$ cat config.mk
export PLATFORM = sky130hd
export DESIGN_NAME = mux_arb_rr_flat
export DESIGN_NICKNAME = d
export VERILOG_FILES = /design/src/rtl/mux_arb_rr_if.sv /design/src/rtl/mux_arb_rr.sv /design/src/flat_wrapper.sv
export SDC_FILE = /design/constraint.sdc
export NUM_CORES = 1
export LEC_CHECK = 0
export ABC_CLOCK_PERIOD_IN_PS = 4350
export CAP_MARGIN = 40
export CORE_UTILIZATION = 45
export DETAILED_ROUTE_END_ITERATION = 10
export GPL_ROUTABILITY_DRIVEN = 0
export PLACE_DENSITY = 0.93
export SLEW_MARGIN = 10
export SYNTH_ARGS = -nofsm -noshare
export SYNTH_HDL_FRONTEND = slang
export SYNTH_SLANG_ARGS = --single-unit
$ cat constraint.sdc
create_clock -name clk -period 4.35 [get_ports clk]
set_input_delay 0.435 -clock clk [delete_from_list [all_inputs] [get_ports clk]]
set_output_delay 0.435 -clock clk [all_outputs]
set_load 0.02 [all_outputs]
$ cat src/rtl/mux_arb_rr_if.sv
// Handshake bundle between N producers, the arbitrating mux and one consumer.
// The slave view belongs to the arbiter. The master view is the environment
// that drives requests and consumes the output register.
interface mux_arb_rr_if #(
    parameter int N = 4,
    parameter int W = 8
);
    localparam int SW = $clog2(N);

    logic             mode;
    logic [N-1:0]     in_valid;
    logic [N*W-1:0]   in_data;
    logic [N-1:0]     in_ready;
    logic             out_valid;
    logic [W-1:0]     out_data;
    logic [SW-1:0]    out_sel;
    logic             out_ready;

    modport master (
        output mode,
        output in_valid,
        output in_data,
        output out_ready,
        input  in_ready,
        input  out_valid,
        input  out_data,
        input  out_sel
    );

    modport slave (
        input  mode,
        input  in_valid,
        input  in_data,
        input  out_ready,
        output in_ready,
        output out_valid,
        output out_data,
        output out_sel
    );
endinterface

$ cat src/rtl/mux_arb_rr.sv
// N-channel registered multiplexer with fixed-priority / round-robin arbitration.
// One winning channel per cycle is captured into a single-entry output register.
// in_ready depends only on in_valid, mode, out_ready, rst and internal state,
// never on in_data.
module mux_arb_rr #(
    parameter int N = 4,
    parameter int W = 8
) (
    input  logic         clk,
    input  logic         rst,
    mux_arb_rr_if.slave  bus
);
    localparam int SW = $clog2(N);
    // One extra bit so that ptr + offset can exceed N-1 before wrapping.
    localparam int CW = SW + 1;

    logic          r_out_valid;
    logic [W-1:0]  r_out_data;
    logic [SW-1:0] r_out_sel;
    logic [SW-1:0] r_ptr;

    logic          w_load_en;
    logic          w_any;
    logic [SW-1:0] w_idx;
    logic [CW-1:0] w_cand;
    logic [N-1:0]  w_grant;
    logic [SW-1:0] w_ptr_next;
    logic [W-1:0]  w_data;

    // The register can take a new word when it is empty or being drained now.
    assign w_load_en = ~r_out_valid | bus.out_ready;

    // Search requesters from 0 (fixed) or from ptr with wrap (round-robin).
    always_comb begin
        w_any  = 1'b0;
        w_idx  = '0;
        w_cand = '0;
        for (int k = 0; k < N; k++) begin
            if (bus.mode) begin
                w_cand = {1'b0, r_ptr} + CW'(k);
                if (w_cand >= CW'(N)) begin
                    w_cand = w_cand - CW'(N);
                end else begin
                    w_cand = w_cand;
                end
            end else begin
                w_cand = CW'(k);
            end
            if (!w_any && bus.in_valid[w_cand[SW-1:0]]) begin
                w_any = 1'b1;
                w_idx = w_cand[SW-1:0];
            end else begin
                w_any = w_any;
                w_idx = w_idx;
            end
        end
    end

    // Expand the winning index into a one-hot grant vector.
    always_comb begin
        w_grant = '0;
        if (w_any) begin
            w_grant[w_idx] = 1'b1;
        end else begin
            w_grant = '0;
        end
    end

    // Accept is suppressed during reset and while the output is stalled.
    always_comb begin
        bus.in_ready = '0;
        if (rst) begin
            bus.in_ready = '0;
        end else if (w_load_en) begin
            bus.in_ready = w_grant;
        end else begin
            bus.in_ready = '0;
        end
    end

    // Pointer moves to the channel after the winner, wrapping N-1 to 0.
    always_comb begin
        w_ptr_next = '0;
        if (w_idx == SW'(N - 1)) begin
            w_ptr_next = '0;
        end else begin
            w_ptr_next = w_idx + SW'(1);
        end
    end

    // Select the winning channel's word.
    always_comb begin
        w_data = '0;
        for (int k = 0; k < N; k++) begin
            if (SW'(k) == w_idx) begin
                w_data = bus.in_data[k*W +: W];
            end else begin
                w_data = w_data;
            end
        end
    end

    // Output register and arbitration pointer.
    always_ff @(posedge clk) begin
        if (rst) begin
            r_out_valid <= 1'b0;
            r_out_data  <= '0;
            r_out_sel   <= '0;
            r_ptr       <= '0;
        end else if (w_load_en && w_any) begin
            r_out_valid <= 1'b1;
            r_out_data  <= w_data;
            r_out_sel   <= w_idx;
            r_ptr       <= w_ptr_next;
        end else if (w_load_en) begin
            // Drained with nothing to replace it: data and sel keep last word.
            r_out_valid <= 1'b0;
        end else begin
            r_out_valid <= r_out_valid;
            r_out_data  <= r_out_data;
            r_out_sel   <= r_out_sel;
            r_ptr       <= r_ptr;
        end
    end

    assign bus.out_valid = r_out_valid;
    assign bus.out_data  = r_out_data;
    assign bus.out_sel   = r_out_sel;
endmodule

$ cat src/flat_wrapper.sv
// flat-port wrapper written by rule: the top's interface ports become plain ports
module mux_arb_rr_flat 
#(
    parameter int N = 4,
    parameter int W = 8
)
  (clk, rst, bus_mode, bus_in_valid, bus_in_data, bus_out_ready, bus_in_ready, bus_out_valid, bus_out_data, bus_out_sel);
  mux_arb_rr_if #(.N(N), .W(W)) bus_i ();
  input  logic clk;
  input  logic rst;
  input wire logic [$bits(bus_i.mode)-1:0] bus_mode;
  input wire logic [$bits(bus_i.in_valid)-1:0] bus_in_valid;
  input wire logic [$bits(bus_i.in_data)-1:0] bus_in_data;
  input wire logic [$bits(bus_i.out_ready)-1:0] bus_out_ready;
  output wire logic [$bits(bus_i.in_ready)-1:0] bus_in_ready;
  output wire logic [$bits(bus_i.out_valid)-1:0] bus_out_valid;
  output wire logic [$bits(bus_i.out_data)-1:0] bus_out_data;
  output wire logic [$bits(bus_i.out_sel)-1:0] bus_out_sel;
  assign bus_i.mode = bus_mode;
  assign bus_i.in_valid = bus_in_valid;
  assign bus_i.in_data = bus_in_data;
  assign bus_i.out_ready = bus_out_ready;
  assign bus_in_ready = bus_i.in_ready;
  assign bus_out_valid = bus_i.out_valid;
  assign bus_out_data = bus_i.out_data;
  assign bus_out_sel = bus_i.out_sel;
  mux_arb_rr #(.N(N), .W(W)) u_core (.clk(clk), .rst(rst), .bus(bus_i));
endmodule
==> out/results.env, run 1 <==
SEQUENTIAL_SHARE_OF_THE_SYNTHESIZED_AREA_PCT=21.0
CTSROOTBUFFERMASTER='sky130_fd_sc_hd__clkbuf_4'
VIA_COUNT=1343
SYNTH.LIB_CELLS_USED.DISTINCT=50
GRT_START_MAX_NET_PINS=19
PLACEMENT_ROWS=18
PLACEMENT.SETUP.WORST_SLACK_NS=0.483
CLOCK-SINKS=13
MAPPEDNETLISTNETS=190
CLOCKBUFFERDEPTH=2
IO_PINS=55
CP_NUM_BUF_INV=2
ANTENNA_FOUND_INITIAL=0
POST-ROUTE-DRC-COUNT=0
DIE_AREA_SQ_MM=0.00297
POWER_FRAC_CLOCK_PCT=7.5
DRTANTENNAVIOLNETS=0
MAXCAPVIOLCOUNT=0
CRITICAL_PATH_ARRIVAL_NS=3.47
HOLD_VIOL_FINAL=0
CLOCK_BUFFERS_CREATED_BY_TRITONCTS=3
SYNTH.AREA.TOP_CELLS='sky130_fd_sc_hd__dfxtp_1 21%, sky130_fd_sc_hd__a21oi_1 6.5%, sky130_fd_sc_hd__nor2b_1 6.1%, sky130_fd_sc_hd__a221oi_1 5.7%, sky130_fd_sc_hd__a211oi_1 4.2%'
P_LEAK_nW=0.628
FINAL_NETS=238
FILLCELLCOUNT=197
WORST_CLOCK_SKEW_NS=0.00518
END_KIND='output port'
DETAILEDPLACEMENTHPWL_UM=2700
MET3_USAGE_PCT=4.17
FINAL-INSTANCE-COUNT-EXCL-FILL=223
SYNTHDOMINANTCELLAREASHARE_PCT=21.0
UNREPAIRED_SETUP_ENDPOINTS_AFTER_GLOBAL_ROUTING='no'
YOSYSWARNINGS=0
POWER.SWITCHING_mW=0.467
DP.CELLS=219
POSTLAYOUTSETUPSLACKWORST_NS=0.443
WORSTSKEWPAIRLATENCY_NS=0.28
FIRST_PASS_GRT_WIRE_LENGTH_UM=5330
UTILIZATION_PCT=70.0
RUN_STATUS='finished, final reports clean'
POWER_DENSITY_mW_PER_MM2=562
SYNTHCELLS=146
SYNTHTOPCELLSBYCOUNT='16 x sky130_fd_sc_hd__a21oi_1, 13 x sky130_fd_sc_hd__dfxtp_1, 12 x sky130_fd_sc_hd__nor2b_1, 10 x sky130_fd_sc_hd__nor3_1, 8 x sky130_fd_sc_hd__a221oi_1'
AREA_DELTA_SYNTH_FINAL_PCT=43.7
CTS_REPAIR_RESIZE_COUNT=0
INSERTEDDIODECOUNT=0
R2R-START='u_core.r_ptr[0]$_SDFFE_PP0P_'
HOLD-WORST-SLACK_NS=0.518
SYNTH_AREA_SQ_MM=0.00124
CRITICAL-PATH-SLOWEST-CELL='sky130_fd_sc_hd__clkdlybuf4s50_1'
POWER.COMBINATIONAL.FRACTION_PCT=69.7
FINAL_PERIOD_MINUS_WORST_SETUP_SLACK_NS=3.91
NUMBER_OF_SETUP_VIOLATIONS_IN_THE_FINAL_REPORT=0
SEQ_POWER_SHARE_PCT=22.8
SYNTH_MOST_COMMON_CELL='sky130_fd_sc_hd__a21oi_1'
DRV_SLEW=0
P_SW_SHARE_PCT=46.7
GROUTE.LAYER.MET1.USAGE_PCT=28.8
DETAIL_ROUTE.WIRELENGTH_UM=3520
SETUP-TNS-FINAL_NS=0
GRT_USAGE_PCT=24.6
CRIT_PATH_MAX_FANOUT=16
TIMING.CRITICAL_PATH.CELLS='clkdlybuf4s50_1 > nor2_1 > a41oi_2 > nand4_2 > a211oi_2 > or2_1 > ha_1 > nor3b_1 > clkdlybuf4s50_1'
TRITONCTS='built'
POSTSYNTH.ASYNCRESETSHARE_PCT=0
SETUP.WORST_PATH.START_CLASS='input port'
CTS.HOLD.BUFFERS_ADDED=0
DETAILEDROUTE.FIRSTITERATIONVIOLATIONS=24
TIMING.CRITICAL_PATH.SLOWEST_CELL_DELAY_NS=0.85
HTREE_LEVELS=1
TIMING.CRITICAL_PATH.MODE_CELL='sky130_fd_sc_hd__clkdlybuf4s50_1'
SYNTH-EDFF-COUNT=0
PORT-BUFFER-COUNT=54
INITIAL_UTILIZATION_PCT=48.7
GLOBAL_ROUTE_CONGESTION_OVERFLOW_TOTAL=0
GLOBAL_ROUTE.USAGE.MET2_PCT=44.9
LAYOUT_WORST_PATH_CYCLE_SHARE_PCT=89.8
POSTSYNTHREGISTERBITS=13
GR-MAX-USAGE-LAYER='met2'
FIRST_GLOBAL_VIAS=1238
PATH_DELAY_FAMILY='buffers and inverters'
DRT_PASS1_ITERATIONS=4
HOLD_PATH.CLASS='reg2reg'
POST_DRT_WL_PER_CELL_UM=15.8
MAX_SLEW.WORST_PIN.SLEW_NS=0.733
SHARE_OF_POST_ROUTE_CELLS_WITH_DRIVE_STRENGTH_ABOVE_1_PCT=15.0
CLKTRANSATPATHREGS_NS=0.07
WORST_SETUP_PATH_STARTPOINT='bus_mode'
DIE_W_UM=54.5
DIE_Y_UM=54.5
POWER.INTERNAL_mW=0.533
WORST_EP_REQUIRED_TIME_NS=3.91
VIAS_PER_INSTANCE=6.02
POSTCTSSETUPBUFFERS=0
WORST-SETUP-PATH-TYPE='in2out'
FMAX_MHz=256
SYN_AREA_PER_CELL_SQ_UM=8.48
SYNTHDOMINANTAREACELLTYPE='sky130_fd_sc_hd__dfxtp_1'
YOSYS_MOST_USED_DFF='sky130_fd_sc_hd__dfxtp_1'
FP.COREAREA_SQ_MM=0.00254
WORSTHOLDSTART='u_core.bus.out_data[2]$_SDFFE_PP0P_'
IRDROPWORSTVDD_mV=0.383
MAXSLEWHEADROOM_PCT=51.0
-- routing by layer --
layer / wire length (um) / share of wire, % / up-vias
met3: 216 / 6.1 / 4
met5: 0 / 0 / -
met2: 1830 / 52 / 66
met1: 1440 / 41 / 619
met4: 33 / 0.94 / 0
li1: - / - / 654
-- flip-flops by register name (all words and copies together), names as in the netlist --
signal,cells
u_core.r_ptr,2
u_core.bus.out_valid,1
u_core.bus.out_data,8
u_core.bus.out_sel,2
-- cells in the final DEF, fill, tap and decap left out, types with 2 or more instances in the layout --
cell,synthesis,final
sky130_fd_sc_hd__ha_1,4,4
sky130_fd_sc_hd__clkbuf_4,0,3
sky130_fd_sc_hd__dfxtp_1,13,13
sky130_fd_sc_hd__o21ai_0,2,2
sky130_fd_sc_hd__o32ai_1,2,2
sky130_fd_sc_hd__clkdlybuf4s50_1,0,54
sky130_fd_sc_hd__nand2_1,4,4
sky130_fd_sc_hd__inv_1,3,3
sky130_fd_sc_hd__nand2b_1,3,3
sky130_fd_sc_hd__a211oi_2,4,4
sky130_fd_sc_hd__nor2_1,6,6
sky130_fd_sc_hd__a21oi_2,6,6
sky130_fd_sc_hd__nor2b_1,12,12
sky130_fd_sc_hd__a211oi_1,7,7
sky130_fd_sc_hd__nor3_1,10,10
sky130_fd_sc_hd__a21oi_1,16,16
sky130_fd_sc_hd__nor3b_1,4,4
sky130_fd_sc_hd__a221oi_1,8,8
sky130_fd_sc_hd__buf_4,1,2
-- cell families (layout without fill, tap and decap cells) --
family | Yosys count | in the layout | share of synthesized area (%)
and+or+nand+nor | 53 | 53 | 27.0
adders and majority gates | 4 | 4 | 4.04
AOI/OAI and AO/OA | 59 | 59 | 40.0
DFF | 13 | 13 | 21.0
buffers and inverters | 16 | 63 | 7.17
muxes | 1 | 1 | 0.808
-- power by group through the flow --
| stage | Sequential (mW) | Combinational, mW | Clock (mW) |
|---|---|---|---|
| 5_1_grt | 0.232 | 0.757 | 0.0811 |
| 3_5_place_dp | 0.227 | 0.686 | 0 |
| 2_1_floorplan | 0.240 | 0.470 | 0 |
| 6_report | 0.228 | 0.697 | 0.0751 |
| 4_1_cts | 0.224 | 0.694 | 0.0759 |
| 3_3_place_gp | 0.223 | 0.670 | 0 |
-- worst register-to-register path: cells and delay by family (launching register included) --
family | cells | cell delay, ns
flops | 1 | 0.68
compound gates | 5 | 1.13
simple gates | 5 | 1.14
fa+ha+maj | 1 | 0.33
-- area by class of cell --
class                           instances  area (sq um)  area share (%)
Tap cell                               30          37.5            2.11
Timing Repair Buffer                   56           556            31.2
Multi-Input combinational cell        117           890            50.0
Sequential cell                        13           260            14.6
Inverter                                3          11.3           0.632
Clock buffer                            4          26.3            1.48
-- final timing paths --
path,endpoint,slack [ns],cells past startpoint
max,bus_in_ready[0],0.44,9
min,u_core.bus.out_data[2]$_SDFFE_PP0P_,0.52,2
max reg2reg,u_core.bus.out_data[3]$_SDFFE_PP0P_,0.98,11
min reg2reg,u_core.bus.out_data[2]$_SDFFE_PP0P_,0.52,2
-- metrics by stage --
step	power, mW	instance area [sq um]
after floorplan	0.711	1240
after global placement	0.892	1750
after detailed placement	0.914	1750
after CTS	0.994	1780
after global routing	1.07	1780
final	1.00	1780
Note: power is estimated with default switching activity, not from simulation.
==> run 2: changes to the inputs <==
Settings changed: MAX_ROUTING_LAYER from default to met4.
==> run 2 against run 1 <==
Effect of this change: die area is the same; non-clock buffer count unchanged; highest routed layer unchanged; critical path type unchanged; critical endpoint unchanged; maximum frequency rose by 0.24%; flip-flop and latch count unchanged; final cell count unchanged; setup slack gained 0.0092 ns; register-to-register slack improved by 0.03 ns; critical path depth unchanged.
==> out/results.env, run 2 (same netlist as run 1, synthesis figures left out) <==
RUN_STATUS='finished, final reports clean'
CTS_REPAIR_RESIZE_COUNT=0
LARGEST_REG_FLOPS=8
INITIAL_UTILIZATION_PCT=48.7
FILLCELLCOUNT=197
FIRST_GLOBAL_VIAS=1240
HOLD-WORST-SLACK_NS=0.518
PLACEMENT_ROWS=18
GRT_START_MAX_NET_PINS=19
CTS.HOLD.BUFFERS_ADDED=0
ANTENNA_FOUND_INITIAL=0
NUMBER_OF_SETUP_VIOLATIONS_IN_THE_FINAL_REPORT=0
MAXSLEWHEADROOM_PCT=51.5
R2R-START='u_core.r_ptr[0]$_SDFFE_PP0P_'
DIE_AREA_SQ_MM=0.00297
IO_PINS=55
FINALPOWER_mW=0.998
WORST-SETUP-PATH-TYPE='in2out'
DIE_Y_UM=54.5
DETAILEDPLACEMENTHPWL_UM=2700
TIMING.REG2REG.SETUP_SLACK_NS=1.01
POST_LAYOUT_INSTANCE_AREA_SQ_MM=0.00178
DIE_W_UM=54.5
VIA_COUNT=1336
POWER_DENSITY_mW_PER_MM2=561
DETAILEDROUTE.FIRSTITERATIONVIOLATIONS=29
UTILIZATION_PCT=70.0
WORST_CLOCK_SKEW_NS=0.00453
MAXCAPVIOLCOUNT=0
DRTANTENNAVIOLNETS=0
AREA_DELTA_SYNTH_FINAL_PCT=43.7
CTSROOTBUFFERMASTER='sky130_fd_sc_hd__clkbuf_4'
DETAIL_ROUTE.WIRELENGTH_UM=3470
CRITPATHCAPTURE='bus_in_ready[0]'
TRITONCTS='built'
IRDROPWORSTVDD_mV=0.382
DRV_SLEW=0
FIRST_PASS_GRT_WIRE_LENGTH_UM=5330
HOLD_PATH.CLASS='reg2reg'
CLOCK_BUFFERS_CREATED_BY_TRITONCTS=3
FP.COREAREA_SQ_MM=0.00254
INSERTEDDIODECOUNT=0
END_KIND='output port'
CLKTRANSATPATHREGS_NS=0.07
UNREPAIRED_SETUP_ENDPOINTS_AFTER_GLOBAL_ROUTING='no'
POST_DRT_WL_PER_CELL_UM=15.6
SETUP-TNS-FINAL_NS=0
VIAS_PER_INSTANCE=5.99
CRIT_PATH_MAX_FANOUT=16
MOST-COMMON-LAYOUT-CELLS='54 x sky130_fd_sc_hd__clkdlybuf4s50_1, 16 x sky130_fd_sc_hd__a21oi_1, 13 x sky130_fd_sc_hd__dfxtp_1'
POSTCTSSETUPBUFFERS=0
GRT_USAGE_PCT=25.3
CLOCKBUFFERDEPTH=2
CLOCK-SINKS=13
SETUP.WORST_PATH.START_CLASS='input port'
WORSTSKEWPAIRLATENCY_NS=0.28
WORST_EP_REQUIRED_TIME_NS=3.91
POST-ROUTE-DRC-COUNT=0
WORST_R2R_ENDPOINT='u_core.bus.out_data[3]$_SDFFE_PP0P_'
MOST_COMMON_LIBRARY_CELL_IN_THE_LAYOUT_IGNORING_FILL_AND_TAPS='sky130_fd_sc_hd__clkdlybuf4s50_1'
P_LEAK_nW=0.628
FINAL_NETS=238
HOLD_VIOL_FINAL=0
CRITICAL_PATH_ARRIVAL_NS=3.46
LAYOUT_WORST_PATH_CYCLE_SHARE_PCT=89.6
HTREE_LEVELS=1
MAX_SLEW.WORST_PIN.SLEW_NS=0.726
FMAX_MHz=257
PORT-BUFFER-COUNT=54
POSTPLACECELLAREA_SQ_MM=0.00175
FF2FF_PATH_DEPTH=11
DRT_PASS1_ITERATIONS=4
FINAL_PERIOD_MINUS_WORST_SETUP_SLACK_NS=3.90
GLOBAL_ROUTE_CONGESTION_OVERFLOW_TOTAL=0
SHARE_OF_POST_ROUTE_CELLS_WITH_DRIVE_STRENGTH_ABOVE_1_PCT=15.0
WORST_SETUP_PATH_STARTPOINT='bus_mode'
==> run 2: cell counts in the layout (fill, tap and decap cells not counted) <==
Identical to the previous run, type by type.
==> run 2: stage by stage <==
step,setup slack [ns],cells
2_1_floorplan,1.34,146
3_3_place_gp,0.597,219
5_1_grt,0.282,223
3_5_place_dp,0.483,219
6_report,0.452,223
4_1_cts,0.445,223
==> run 2: cell type report <==
class	instances	area (sq um)	share of cell area, %
clock buffers	4	26.3	1.48
inverters	3	11.3	0.632
repair buffers	56	556	31.2
flip-flops and latches	13	260	14.6
well taps	30	37.5	2.11
multi-input cells	117	890	50.0
==> run 2: how the worst min path moves through the flow <==
stage	start	to	slack, ns	depth (start not counted)
3_3_place_gp	u_core.bus.out_data[3]$_SDFFE_PP0P_	u_core.bus.out_data[3]$_SDFFE_PP0P_	0.50	2
6_report	u_core.bus.out_data[3]$_SDFFE_PP0P_	u_core.bus.out_data[3]$_SDFFE_PP0P_	0.52	2
5_1_grt	u_core.bus.out_data[3]$_SDFFE_PP0P_	u_core.bus.out_data[3]$_SDFFE_PP0P_	0.53	2
4_1_cts	u_core.bus.out_data[3]$_SDFFE_PP0P_	u_core.bus.out_data[3]$_SDFFE_PP0P_	0.52	2
2_1_floorplan	u_core.bus.out_data[2]$_SDFFE_PP0P_	u_core.bus.out_data[2]$_SDFFE_PP0P_	0.58	2
3_5_place_dp	u_core.bus.out_data[3]$_SDFFE_PP0P_	u_core.bus.out_data[3]$_SDFFE_PP0P_	0.51	2
==> run 2: power by group <==
part           leakage [nW]  internal (mW)  switching [mW]
combinational         0.505          0.331           0.365
clock                0.0150         0.0356          0.0396
sequential            0.108          0.166          0.0611
total                 0.628          0.533           0.465
==> run 2: per-layer routing <==
layer	global-route usage [%]	vias to the layer above	share of wire, %
met4	7.69	0	0.58
met3	3.33	2	4.9
li1	-	655	-
met2	44.9	58	52
met1	29.3	621	42
met5	-	-	0
==> run 2: critical path, stage by stage <==
cell and delay (ns):
sky130_fd_sc_hd__clkdlybuf4s50_1 0.85, sky130_fd_sc_hd__nor2_1 0.13, sky130_fd_sc_hd__a41oi_2 0.32, sky130_fd_sc_hd__nand4_2 0.19
sky130_fd_sc_hd__a211oi_2 0.31, sky130_fd_sc_hd__or2_1 0.19, sky130_fd_sc_hd__ha_1 0.17, sky130_fd_sc_hd__nor3b_1 0.22
sky130_fd_sc_hd__clkdlybuf4s50_1 0.65
==> run 3: changes to the inputs <==
Settings changed: ABC_AREA from default to 1, CORE_UTILIZATION 45 to 44, CTS_CLUSTER_DIAMETER from default to 60, PLACE_DENSITY 0.93 to 0.94.
==> run 3 against run 2 <==
Effect of this change: clock-buffer cell count unchanged; critical path depth up 4; clock skew down 0.0016 ns.
==> out/results.env, run 3 <==
CLOCK_BUFFERS_CREATED_BY_TRITONCTS=3
AREA_DELTA_SYNTH_FINAL_PCT=49.8
CLOCK-SINKS=13
END_KIND='output port'
SYNTHCELLS=206
FILLCELLCOUNT=204
WORST-SETUP-PATH-TYPE='in2out'
DRT_PASS1_ITERATIONS=5
SEQUENTIAL_SHARE_OF_THE_SYNTHESIZED_AREA_PCT=23.0
WORST_EP_REQUIRED_TIME_NS=3.91
P_LEAK_nW=0.868
POST_DRT_WL_PER_CELL_UM=10.5
HTREE_LEVELS=1
POSTCTSSETUPBUFFERS=0
INSERTEDDIODECOUNT=0
GRT_USAGE_PCT=22.5
PLACEMENT_ROWS=17
CRITICAL_PATH_ARRIVAL_NS=3.40
SETUP-TNS-FINAL_NS=0
HOLD_PATH.CLASS='reg2reg'
PLACEMENT.SETUP.WORST_SLACK_NS=0.546
FIRST_PASS_GRT_WIRE_LENGTH_UM=4640
SYNTH.LIB_CELLS_USED.DISTINCT=19
SHARE_OF_POST_ROUTE_CELLS_WITH_DRIVE_STRENGTH_ABOVE_1_PCT=5.04
DETAILEDPLACEMENTHPWL_UM=2420
RUN_STATUS='finished, final reports clean'
GLOBAL_ROUTE_CONGESTION_OVERFLOW_TOTAL=0
CTS_REPAIR_RESIZE_COUNT=0
DIE_AREA_SQ_MM=0.00277
CTSROOTBUFFERMASTER='sky130_fd_sc_hd__clkbuf_4'
DETAIL_ROUTE.WIRELENGTH_UM=3020
DETAILEDROUTE.FIRSTITERATIONVIOLATIONS=34
CLOCKBUFFERDEPTH=2
POWER_DENSITY_mW_PER_MM2=597
SYNTH_MOST_COMMON_CELL='sky130_fd_sc_hd__nand2_1'
MOST_COMMON_LIBRARY_CELL_IN_THE_LAYOUT_IGNORING_FILL_AND_TAPS='sky130_fd_sc_hd__nand2_1'
MAX_SLEW.WORST_PIN.SLEW_NS=0.473
IO_PINS=55
CRIT_PATH_MAX_FANOUT=14
WORST_CLOCK_SKEW_NS=0.00295
YOSYS_MOST_USED_DFF='sky130_fd_sc_hd__dfxtp_1'
DIE_W_UM=52.7
ANTENNA_FOUND_INITIAL=0
TRITONCTS='built'
LARGEST_REG_FLOPS=8
IRDROPWORSTVDD_mV=0.455
POSTLAYOUTSETUPSLACKWORST_NS=0.511
SYNTHDOMINANTCELLAREASHARE_PCT=25.6
CTS.HOLD.BUFFERS_ADDED=0
HOLD_VIOL_FINAL=0
VIA_COUNT=1384
NUMBER_OF_SETUP_VIOLATIONS_IN_THE_FINAL_REPORT=0
WORSTSKEWPAIRLATENCY_NS=0.26
POSTSYNTHREGISTERBITS=13
SYNTHTOPCELLSBYCOUNT='77 x sky130_fd_sc_hd__nand2_1, 29 x sky130_fd_sc_hd__nor2_1, 20 x sky130_fd_sc_hd__inv_1, 19 x sky130_fd_sc_hd__o21ai_0, 16 x sky130_fd_sc_hd__nand3_1'
SETUP.WORST_PATH.START_CLASS='input port'
POSTSYNTH.ASYNCRESETSHARE_PCT=0
FINAL_PERIOD_MINUS_WORST_SETUP_SLACK_NS=3.84
SYNTHDOMINANTAREACELLTYPE='sky130_fd_sc_hd__nand2_1'
DIE_Y_UM=52.7
PORT-BUFFER-COUNT=54
POST-ROUTE-DRC-COUNT=0
MAPPEDNETLISTNETS=250
FINAL_NETS=303
CLKTRANSATPATHREGS_NS=0.07
FMAX_MHz=260
MOST-COMMON-LAYOUT-CELLS='77 x sky130_fd_sc_hd__nand2_1, 54 x sky130_fd_sc_hd__clkdlybuf4s50_1, 29 x sky130_fd_sc_hd__nor2_1'
DRTANTENNAVIOLNETS=0
MAXCAPVIOLCOUNT=0
DRV_SLEW=0
SYNTH-EDFF-COUNT=0
INITIAL_UTILIZATION_PCT=48.7
YOSYSWARNINGS=0
MAXSLEWHEADROOM_PCT=68.4
SYNTH_AREA_SQ_MM=0.00113
SYNTH.AREA.TOP_CELLS='sky130_fd_sc_hd__nand2_1 26%, sky130_fd_sc_hd__dfxtp_1 23%, sky130_fd_sc_hd__nor2_1 9.6%, sky130_fd_sc_hd__o21ai_0 8.4%, sky130_fd_sc_hd__nand3_1 7.1%'
LAYOUT_WORST_PATH_CYCLE_SHARE_PCT=88.3
FIRST_GLOBAL_VIAS=1143
GRT_START_MAX_NET_PINS=21
FP.COREAREA_SQ_MM=0.00232
SYN_AREA_PER_CELL_SQ_UM=5.48
VIAS_PER_INSTANCE=4.84
UNREPAIRED_SETUP_ENDPOINTS_AFTER_GLOBAL_ROUTING='no'
==> run 3: changes by cell type after synthesis, moves of 7 or more <==
cell | previous run | this run
sky130_fd_sc_hd__nand3_1 | 1 | 16
sky130_fd_sc_hd__nor2b_1 | 12 | 0
sky130_fd_sc_hd__a221oi_1 | 8 | 0
sky130_fd_sc_hd__a211oi_1 | 7 | 0
sky130_fd_sc_hd__nor3_1 | 10 | 0
sky130_fd_sc_hd__inv_1 | 3 | 20
sky130_fd_sc_hd__o21ai_0 | 2 | 19
sky130_fd_sc_hd__nor2_1 | 6 | 29
sky130_fd_sc_hd__a21oi_1 | 16 | 9
sky130_fd_sc_hd__nand2_1 | 4 | 77
==> run 3: worst paths after layout <==
| path | depth (start not counted) | startpoint | end | slack, ns |
|---|---|---|---|---|
| worst max-delay path | 13 | bus_mode | bus_in_ready[2] | 0.51 |
| worst min-delay path | 2 | u_core.bus.out_data[0]$_SDFFE_PP0P_ | u_core.bus.out_data[0]$_SDFFE_PP0P_ | 0.48 |
| worst max register to register | 19 | u_core.r_ptr[0]$_SDFFE_PP0P_ | u_core.bus.out_data[6]$_SDFFE_PP0P_ | 1.17 |
| worst min register to register | 2 | u_core.bus.out_data[0]$_SDFFE_PP0P_ | u_core.bus.out_data[0]$_SDFFE_PP0P_ | 0.48 |
==> run 3: cell type report <==
| type | instances | area, sq um | area share (%) |
|---|---|---|---|
| clock buffer | 4 | 26.3 | 1.55 |
| inverter | 20 | 75.1 | 4.43 |
| multi-input combinational | 166 | 748 | 44.2 |
| sequential | 13 | 260 | 15.4 |
| tap | 28 | 35.0 | 2.07 |
| timing repair buffer | 55 | 548 | 32.4 |
==> run 3: logic make-up (layout without fill, tap and decap cells) <==
group	count (synthesis)	in the layout	share of synthesized area [%]
compound gates	32	32	15.1
fa+ha+maj	4	4	4.43
buf+inv	27	79	10.7
flops	13	13	23.0
simple gates	130	130	46.7
==> run 3: stage by stage <==
stage	hold slack [ns]	util (%)	instance area, sq um	cells	power [mW]
finish	0.482	73.0	1690	286	1.01
global placement	0.464	71.9	1670	282	0.923
global route	0.510	73.0	1690	286	1.13
CTS	0.488	73.0	1690	286	1.01
floorplan	0.477	-	1130	206	0.706
detailed placement	0.470	71.9	1670	282	0.939
==> run 3: where the power goes <==
group	internal, mW	switching [mW]
registers	0.171	0.0301
clock network	0.0354	0.0341
logic	0.298	0.442
total	0.504	0.506
==> run 3: layer usage <==
metal | vias up | share of wire [%] | global-route usage, %
met1 | 571 | 46 | 28.9
met2 | 61 | 42 | 36.7
li1 | 752 | - | -
met5 | - | 0 | -
met4 | 0 | 0 | 2.63
met3 | 0 | 12 | 5.51
==> run 3: worst max-delay path: stages <==
cell and delay (ns):
sky130_fd_sc_hd__clkdlybuf4s50_1 0.57, sky130_fd_sc_hd__nand2_2 0.22, sky130_fd_sc_hd__inv_1 0.18, sky130_fd_sc_hd__nand2_1 0.07, sky130_fd_sc_hd__nand3_1 0.10, sky130_fd_sc_hd__nand2_1 0.08
sky130_fd_sc_hd__nor2_2 0.15, sky130_fd_sc_hd__nand3_1 0.16, sky130_fd_sc_hd__nand3_1 0.18, sky130_fd_sc_hd__ha_1 0.34, sky130_fd_sc_hd__inv_1 0.19, sky130_fd_sc_hd__nor2_1 0.14
sky130_fd_sc_hd__clkdlybuf4s50_1 0.60
